File: src/rtl/ita_issue_throttle.sv
// Issue throttle: grants push-producing issues only while output FIFO space can be reserved.
// Define ITA_THROTTLE_STATS_EN to add the saturating stall cycle counter output stall_cnt_o.
module ita_issue_throttle #(
  parameter int unsigned FifoDepth   = 14,
  parameter int unsigned PipeLatency = 10
) (
  input  logic        clk_i,
  input  logic        rst_ni,
  input  logic        start_i,
  input  logic        drain_req_i,
  input  logic        issue_req_i,
  output logic        issue_gnt_o,
  input  logic        push_i,
  input  logic        pop_i,
  output logic [7:0]  reserved_o,
  output logic        stall_o,
  output logic        drain_done_o,
`ifdef ITA_THROTTLE_STATS_EN
  output logic [31:0] stall_cnt_o,
`endif
  output logic        err_o
);

  localparam logic [7:0] DepthC = 8'(FifoDepth);

  typedef enum logic [1:0] {
    IDLE  = 2'd0,
    RUN   = 2'd1,
    DRAIN = 2'd2
  } state_e;

  state_e                 state_q, state_d;
  logic [7:0]             reserved_q, reserved_d;
  logic [PipeLatency-1:0] tok_q, tok_d;
  logic                   err_q, err_d;

  logic gnt_s;
  logic tok_out_s;
  logic start_acc_s;
  logic done_s;
  logic pop_err_s;
  logic push_err_s;

  assign gnt_s        = rst_ni & issue_req_i & (state_q == RUN) & (reserved_q < DepthC);
  assign issue_gnt_o  = gnt_s;
  assign stall_o      = rst_ni & (state_q == RUN) & issue_req_i & ~gnt_s;
  assign drain_done_o = rst_ni & done_s;
  assign reserved_o   = reserved_q;
  assign err_o        = err_q;

  // Each grant enters the token line and must emerge exactly when its push is seen.
  assign tok_out_s = tok_q[PipeLatency-1];
  if (PipeLatency == 1) begin : g_tok_single
    assign tok_d = gnt_s;
  end else begin : g_tok_multi
    assign tok_d = {tok_q[PipeLatency-2:0], gnt_s};
  end

  // Pushes are only policed outside IDLE so stragglers from a reset run are ignored.
  assign pop_err_s  = pop_i & (reserved_q == 8'd0);
  assign push_err_s = (state_q != IDLE) & (push_i ^ tok_out_s);

  // Reservation count: grant adds, pop frees, both together cancel; never below zero.
  always_comb begin
    reserved_d = reserved_q;
    if (gnt_s && !pop_i) begin
      reserved_d = reserved_q + 8'd1;
    end else if (pop_i && !gnt_s && (reserved_q != 8'd0)) begin
      reserved_d = reserved_q - 8'd1;
    end else begin
      reserved_d = reserved_q;
    end
  end

  // Run-control FSM next state; drain completes on the cycle the last reservation frees.
  always_comb begin
    state_d     = state_q;
    start_acc_s = 1'b0;
    done_s      = 1'b0;
    case (state_q)
      IDLE: begin
        if (start_i) begin
          state_d     = RUN;
          start_acc_s = 1'b1;
        end else begin
          state_d = IDLE;
        end
      end
      RUN: begin
        if (drain_req_i) begin
          state_d = DRAIN;
        end else begin
          state_d = RUN;
        end
      end
      DRAIN: begin
        if ((reserved_d == 8'd0) && !(|tok_q)) begin
          state_d = IDLE;
          done_s  = 1'b1;
        end else begin
          state_d = DRAIN;
        end
      end
      default: begin
        state_d = IDLE;
      end
    endcase
  end

  // A fresh error in the start cycle still sticks; otherwise start wipes the flag.
  assign err_d = (err_q & ~start_acc_s) | pop_err_s | push_err_s;

  // State, reservation, token line and error registers.
  always_ff @(posedge clk_i) begin
    if (!rst_ni) begin
      state_q    <= IDLE;
      reserved_q <= 8'd0;
      tok_q      <= {PipeLatency{1'b0}};
      err_q      <= 1'b0;
    end else begin
      state_q    <= state_d;
      reserved_q <= reserved_d;
      tok_q      <= tok_d;
      err_q      <= err_d;
    end
  end

`ifdef ITA_THROTTLE_STATS_EN
  logic [31:0] stall_cnt_q, stall_cnt_d;

  // Saturating count of stalled request cycles, restarted with each run.
  always_comb begin
    stall_cnt_d = stall_cnt_q;
    if (start_acc_s) begin
      stall_cnt_d = 32'd0;
    end else if (stall_o && (stall_cnt_q != 32'hFFFF_FFFF)) begin
      stall_cnt_d = stall_cnt_q + 32'd1;
    end else begin
      stall_cnt_d = stall_cnt_q;
    end
  end

  // Stall counter register.
  always_ff @(posedge clk_i) begin
    if (!rst_ni) begin
      stall_cnt_q <= 32'd0;
    end else begin
      stall_cnt_q <= stall_cnt_d;
    end
  end

  assign stall_cnt_o = stall_cnt_q;
`endif

endmodule

File: config.mk
export PLATFORM = sky130hd
export DESIGN_NAME = ita_issue_throttle
export DESIGN_NICKNAME = d
export VERILOG_FILES = /design/src/rtl/ita_issue_throttle.sv
export SDC_FILE = /design/constraint.sdc
export NUM_CORES = 1
export LEC_CHECK = 0
export BUFFER_PORTS_ARGS = -buffer_cell sky130_fd_sc_hd__buf_4
export CAP_MARGIN = 20
export CORE_MARGIN = 1
export CORE_UTILIZATION = 26
export DETAILED_ROUTE_END_ITERATION = 8
export PLACE_DENSITY_LB_ADDON = 0.08
export SLEW_MARGIN = 15
export SYNTH_ARGS = -nofsm -noshare
export SYNTH_HDL_FRONTEND = slang
export SYNTH_SLANG_ARGS = --single-unit
File: constraint.sdc
create_clock -name clk_i -period 2.35 [get_ports clk_i]
set_input_delay 0.235 -clock clk_i [delete_from_list [all_inputs] [get_ports clk_i]]
set_output_delay 0.235 -clock clk_i [all_outputs]
set_load 0.02 [all_outputs]
==> run_results.csv, run 1 <==
group,metric,value,unit
final_layout,fin_cells,229,
timing,maxSlewHeadroom,73.90,%
yosys,synth-seq-cells,21,
worst_setup_path,cp.required,2120,ps
worst_setup_path,criticalPathCategory,"register to output port",
pwr,p_int,1.246,mW
job,max_cap_viol_count,0,
worst_setup_path,end_kind,"output port",
yosys,yosysUniqueCellTypes,55,
drt,avgViaCountPerCell,4.913,
yosys,synthCells,133,
timing,skew,3.813,ps
status,outcome,"complete, but fails checks",
final_layout,antennaDiodeCount,0,
die,dieArea,5064,um2
yosys,synth_most_common_cell,"dfxtp_1",
yosys,synth_fp_nets,143,
timing,hold_ws,265.2,ps
pwr,combPwrFrac,65.0,%
final_layout,design_area,1683,um2
drt,vias,1125,
clocking,clk_pin_slew,80,ps
grt,grt_pass1_vias,1090,
pwr,power_density,1240,nW/um2
timing,fmax,0.3852,GHz
timing,slew_viol_final,0,
worst_setup_path,r2r_slack,340,ps
place,pre_cts_ws,-55.76,ps
drt,wire_per_inst,13.66,um
yosys,ys.flop_type,"dfxtp_1",
grt,antenna_found_initial,0,
clocking,cts-root-buf,"clkbuf_8",
yosys,synth-edff-count,0,
drt,dr.pass1.iters,4,
die,die_height,71.16,um
yosys,ys_async_sr_fraction,0,%
pwr,power.total,2.087,mW
drt,drt_wl_total,3127,um
pwr,p_switching,0.8415,mW
timing,finalCritPeriodShare,110.5,%
worst_setup_path,worstPathMaxFanout,6,
clocking,clock_sinks,21,
final_layout,nFillCells,460,
timing,layout_setup_ws,-245.9,ps
yosys,synth_top_area_share,33.80,%
drt,drc,0,
clocking,clockBufferDepth,2,
clocking,cts_buffers,3,
status,violations,"negative setup slack",
worst_setup_path,cp-start-kind,"register",
yosys,synth.avg_cell_area,9.351,um2
final_layout,drive_gt1_share,38.42,%
yosys,netlist_area,1244,um2
grt,grt_pass1_wl,5451,um
die,start_util,27.80,%
timing,period_needed,2596,ps
yosys,yosysTopAreaCell,"dfxtp_1",
pwr,power_frac_clock,11.7,%
die,core_area,4474,um2
place,place_inst,224,
drt,drt_iter0_drc,37,
timing,tightest_slew,391.6,ps
hold_path,hold_path_class,"primary input to register",
clocking,clock_latency,260,ps
pwr,leakage,0.7213,nW
yosys,seq_area_frac_synth,33.80,%
final_layout,area_delta_synth_final,35.31,%
grt,overflow,0,
die,row_count,24,
final_layout,layout.nets,188,
yosys,synth_area_leaders,"dfxtp_1 (34%), and2_1 (6.0%), buf_6 (3.6%), nor4_4 (3.4%), ha_1 (3.0%)",
timing,rsz0062_at_grt,"yes",
worst_setup_path,worstPathArrival,2360,ps
yosys,yosysWarningCount,0,
timing,setup_viol,1,
place,dpl.hpwl,2514,um
place,port_buffers,18,
yosys,netlist_top_cells_count,"dfxtp_1 (21), and2_1 (12), inv_1 (8)",
drt,final_antenna_net_count,0,
pwr,p_sw_share,40.31,%
grt,grt_max_degree,14,
pwr,ir_worst_vdd,433.0,uV
clocking,htree_num_levels,1,
clocking,cts_tree,"built",
die,pin_count,19,
pwr,p_seq_share,23.3,%
timing,hold_violations,0,
place,placed_cell_area,1593,um2
die,die_x,71.16,um
grt,grt_usage,13.59,%
place,gp_congestion,0.8290,
[critical path, cell delays in order, from the launching register on]
cell	delay, ps
dfxtp_4	350
or4_4	600
nor4_4	310
o21a_2	160
o211ai_1	110
and4bb_1	310
nor2b_4	150
buf_6	110
[per-layer routing]
metal  routed length [um]  global-route usage [%]  part of all wire, %  vias to the layer above
met1                 1549                   18.34                   50                      523
li1                     -                       -                    -                      589
met4                    8                   2.222                 0.26                        0
met5                    0                       0                    0                        -
met2                 1495                   22.01                   48                       11
met3                   74                   3.704                  2.4                        2
[repair_timing]
action	4_1_cts	5_1_grt
hold buffers	0	0
gates resized for setup	7	2
endpoints found under the setup margin	1	1
buffers inserted	1	0
cloned	0	0
pin swaps	5	2
[logic make-up (layout without fill, tap and decap cells)]
family	count (synthesis)	in the layout	synth area share, %
compound gates	32	32	20.12
mux	1	1	0.8049
xor+xnor	3	3	2.113
flops	21	21	33.80
buf+inv	16	60	8.048
simple gates	57	57	32.09
fa+ha+maj	3	3	3.018
[final cells by class]
class	count	area, um2	share of cell area [%]
Clock buffer	3	41.29	2.454
Clock inverter	1	7.507	0.4461
Inverter	8	30.03	1.784
Multi-Input combinational cell	96	743.2	44.16
Sequential cell	21	427.9	25.43
Tap cell	52	65.06	3.866
Timing Repair Buffer	48	367.9	21.86
[power by group through the flow]
stage	clock network (mW)	registers, mW	logic, mW
after floorplan	0	0.561	0.738
after global placement	0	0.490	1.33
after detailed placement	0	0.495	1.30
after CTS	0.261	0.484	1.36
after global routing	0.283	0.495	1.49
final	0.244	0.486	1.36
[worst paths after layout]
check | from | end | cells past startpoint
setup / recovery | reserved_o[4] | drain_done_o | 7
hold / removal | drain_req_i | state_q[1] | 3
setup reg to reg | reserved_o[4] | state_q[1] | 6
hold reg to reg | tok_q[6] | tok_q[7] | 1
[cells in the final DEF, fill, tap and decap left out, drive strengths merged, types with 3 or more instances in the layout]
| cell type | n |
|---|---|
| clkbuf | 3 |
| nand2 | 4 |
| a21oi | 3 |
| a32oi | 3 |
| dfxtp | 21 |
| nor2b | 4 |
| nand3 | 5 |
| ha | 3 |
| nor3 | 5 |
| nor2 | 5 |
| nor4 | 5 |
| inv | 8 |
| and2 | 12 |
| buf | 48 |
| o21ai | 5 |
[state kept, by name (all words and copies together), names as in the netlist]
signal	count
reserved_o	8
err_o	1
tok_q	10
state_q	2
[per-stage QoR]
step	setup TNS [ps]	util [%]
3_5_place_dp	-55.76	35.60
4_1_cts	-303.4	37.56
5_1_grt	-386.6	37.61
6_report	-245.9	37.61
2_1_floorplan	0	-
3_3_place_gp	-45.89	35.60
Note: power is estimated with default switching activity, not from simulation.
==> run 2: changes to the inputs <==
- SKIP_CTS_REPAIR_TIMING: unset -> 1
==> run_results.csv, run 2 (synthesis results as in run 1) <==
group,metric,value,unit
clocking,cts_tree,"built",
final_layout,drive_gt1_share,37.29,%
final_layout,largest_reg_flops,10,
final_layout,final_util,37.56,%
timing,slew_viol_final,0,
status,violations,"negative setup slack",
timing,period_needed,2627,ps
die,row_count,24,
timing,tightest_slew,387.7,ps
worst_setup_path,cp.required,2120,ps
final_layout,area_delta_synth_final,35.11,%
timing,fmax,0.3807,GHz
place,dpl.hpwl,2514,um
clocking,clock_sinks,21,
grt,grt_max_degree,14,
final_layout,antennaDiodeCount,0,
pwr,power_density,1240,nW/um2
place,place_inst,224,
die,core_area,4474,um2
job,max_cap_viol_count,0,
place,pre_cts_ws,-55.76,ps
drt,final_antenna_net_count,0,
drt,wire_per_inst,13.59,um
drt,dr.pass1.iters,5,
worst_setup_path,worstPathArrival,2390,ps
worst_setup_path,criticalPathCategory,"register to output port",
die,die_height,71.16,um
status,outcome,"complete, but fails checks",
pwr,power.total,2.083,mW
drt,avgViaCountPerCell,5.000,
timing,setup_viol,1,
clocking,clockBufferDepth,2,
drt,vias,1145,
drt,drt_wl_total,3111,um
final_layout,regMostFlops,"tok_q",
drt,drt_iter0_drc,38,
timing,skew,4.452,ps
drt,drc,0,
clocking,cts-root-buf,"clkbuf_8",
die,start_util,27.80,%
timing,layout_setup_ws,-276.7,ps
grt,grt_pass1_wl,5444,um
worst_setup_path,end_kind,"output port",
final_layout,design_area,1680,um2
grt,overflow,0,
timing,hold_ws,264.0,ps
grt,grt_usage,13.56,%
final_layout,final_common_cell,"buf_4",
clocking,clk_pin_slew,80,ps
die,dieArea,5064,um2
die,pin_count,19,
die,die_x,71.16,um
timing,finalCritPeriodShare,111.8,%
hold_path,hold_path_class,"primary input to register",
place,placed_cell_area,1593,um2
grt,antenna_found_initial,0,
worst_setup_path,cp-start-kind,"register",
timing,maxSlewHeadroom,74.15,%
final_layout,fin_cells,229,
grt,grt_pass1_vias,1092,
timing,setup_tns,-276.7,ps
worst_setup_path,worstPathMaxFanout,6,
timing,rsz0062_at_grt,"yes",
clocking,clock_latency,260,ps
pwr,ir_worst_vdd,432.7,uV
place,gp_congestion,0.8290,
place,port_buffers,18,
final_layout,final_cell_mix,"buf_4 (46), dfxtp_1 (19), and2_1 (12)",
timing,hold_violations,0,
clocking,htree_num_levels,1,
final_layout,layout.nets,188,
clocking,cts_buffers,3,
pwr,leakage,0.7204,nW
[run 2: cell count changes in the layout (fill, tap and decap cells not counted)]
| cell | previous run | this run |
|---|---|---|
| dfxtp_1 | 17 | 19 |
| dfxtp_2 | 3 | 1 |
[run 2: critical path, cell delays in order (launching register included)]
cell and delay, ps:
dfxtp_4 360, or4_4 600, buf_6 160, a32oi_2 190, a32oi_2 100, xnor2_1 210, and4bb_1 250, nor2b_4 150
buf_6 110
[run 2: final cells by class]
class,instances,area [um2]
fillers,462,2794
multi-input cells,96,743.2
flip-flops and latches,21,425.4
repair buffers,48,367.9
well taps,52,65.06
clock buffers,3,41.29
inverters,8,30.03
clock inverters,1,7.507
[run 2: worst paths after layout]
path,startpoint,depth (start not counted),to,slack [ps]
min reg2reg,tok_q[6],1,tok_q[7],470
max,reserved_o[4],8,drain_done_o,-280
max reg2reg,reserved_o[4],7,state_q[1],310
min,drain_req_i,3,state_q[1],260
[run 2: layer usage]
metal  global-route usage, %  vias to the layer above  wire length [um]
met3                   3.704                        2               123
met1                   18.34                      532              1497
met2                   21.90                       22              1483
met5                       0                        -                 0
li1                        -                      589                 -
met4                   2.222                        0                 8
[run 2: power breakdown]
| group | leakage, nW | switching, mW | internal, mW |
|---|---|---|---|
| clock | 0.0217 | 0.125 | 0.120 |
| sequential | 0.172 | 0.0639 | 0.423 |
| combinational | 0.527 | 0.651 | 0.700 |
| total | 0.720 | 0.840 | 1.24 |
==> run 3: changes to the inputs <==
- CAP_MARGIN: 20 -> unset
- CORE_ASPECT_RATIO: unset -> 1.75
- CORE_UTILIZATION: 26 -> 50
==> run_results.csv, run 3 (synthesis results as in run 1) <==
group,metric,value,unit
final_layout,area_delta_synth_final,30.38,%
final_layout,final_common_cell,"buf_4",
grt,grt_pass1_wl,5168,um
place,placed_cell_area,1529,um2
die,core_area,2331,um2
timing,skew,2.508,ps
worst_setup_path,criticalPathCategory,"register to output port",
timing,period_needed,2701,ps
worst_setup_path,cp.required,2120,ps
status,outcome,"complete, but fails checks",
final_layout,final_cell_mix,"buf_4 (42), dfxtp_1 (19), and2_1 (12)",
die,die_height,67.98,um
timing,tightest_slew,346.8,ps
pwr,power_density,1299,nW/um2
place,gp_congestion,0.8958,
drt,wire_per_inst,16.71,um
clocking,clock_sinks,21,
clocking,clockBufferDepth,2,
pwr,power.total,2.106,mW
timing,layout_setup_ws,-351.4,ps
final_layout,layout.nets,184,
place,pre_cts_ws,-155.2,ps
timing,hold_violations,0,
final_layout,final_util,69.57,%
final_layout,largest_reg_flops,10,
clocking,htree_num_levels,1,
pwr,ir_worst_vdd,702.1,uV
clocking,clk_pin_slew,80,ps
drt,vias,1174,
status,violations,"negative setup slack",
die,dieArea,2699,um2
final_layout,antennaDiodeCount,0,
drt,drt_iter0_drc,37,
drt,final_antenna_net_count,0,
timing,finalCritPeriodShare,115.0,%
worst_setup_path,startpoint,"reserved_o[4]",
grt,grt_max_degree,23,
worst_setup_path,cp-start-kind,"register",
drt,dr.pass1.iters,4,
clocking,cts-root-buf,"clkbuf_8",
clocking,clock_latency,260,ps
drt,drc,0,
drt,avgViaCountPerCell,5.929,
grt,antenna_found_initial,0,
timing,slew_viol_final,0,
die,pin_count,19,
timing,setup_viol,1,
worst_setup_path,end_kind,"output port",
hold_path,hold_path_class,"primary input to register",
worst_setup_path,r2r-start,"reserved_o[4]",
worst_setup_path,worstPathMaxFanout,6,
timing,maxSlewHeadroom,76.71,%
grt,grt_usage,28.14,%
grt,grt_pass1_vias,1144,
clocking,cts_buffers,3,
worst_setup_path,path_cells,"or4_4 > buf_6 > a32oi_2 > a32oi_2 > xnor2_2 > and4bb_1 > nor2b_4 > buf_6",
grt,overflow,0,
timing,fmax,0.3702,GHz
final_layout,design_area,1622,um2
die,die_x,39.70,um
worst_setup_path,worstPathArrival,2470,ps
clocking,cts_tree,"built",
final_layout,regMostFlops,"tok_q",
die,row_count,23,
hold_path,holdCritStartpoint,"drain_req_i",
place,dpl.hpwl,2481,um
worst_setup_path,slowest_stage,"or4_4",
drt,drt_wl_total,3308,um
worst_setup_path,max_stage_delay,580,ps
pwr,leakage,0.7082,nW
timing,hold_ws,272.5,ps
final_layout,drive_gt1_share,36.42,%
job,max_cap_viol_count,0,
timing,rsz0062_at_grt,"yes",
place,port_buffers,18,
die,start_util,53.35,%
==> run 3: cell count changes in the layout (fill, tap and decap cells not counted) <==
cell,delta
xnor2_1,-1
clkinv_2,+1
buf_4,-4
xnor2_2,+1
clkinvlp_4,-1
==> run 3: worst paths after layout <==
check | cells past startpoint | slack [ps] | end
max | 8 | -350 | drain_done_o
min | 3 | 270 | state_q[1]
max reg2reg | 7 | 140 | state_q[1]
min reg2reg | 1 | 470 | tok_q[3]
==> run 3: per-stage QoR <==
step                      TNS [ps]  cells
after detailed placement    -155.2    193
after global routing        -409.7    198
after CTS                   -457.0    197
final                       -351.4    198
after global placement      -220.6    193
after floorplan                  0    133
==> run 3: cell type report <==
class	instances	area [um2]
multi-input combinational	96	750.7
fill	198	709.4
clock buffer	3	41.29
tap	25	31.28
clock inverter	1	5.005
inverter	8	30.03
sequential	21	425.4
timing repair buffer	44	337.8
==> run 3: layer usage <==
layer	GRT usage, %	wire (um)	vias to the layer above
met5	0	0	-
met4	18.53	159	0
met3	4.870	103	15
met2	46.93	1717	35
met1	30.89	1328	545
li1	-	-	579
==> run 3: power by group <==
group	internal [mW]	switching, mW
combinational	0.692	0.693
sequential	0.423	0.0585
clock	0.118	0.122
==> run 3: worst max-delay path: cells and delay by family, from the launching register on <==
kind,cells,cell delay (ps)
compound gates,2,300
buf+inv,2,280
simple gates,3,1010
flops,1,360
xor+xnor,1,240
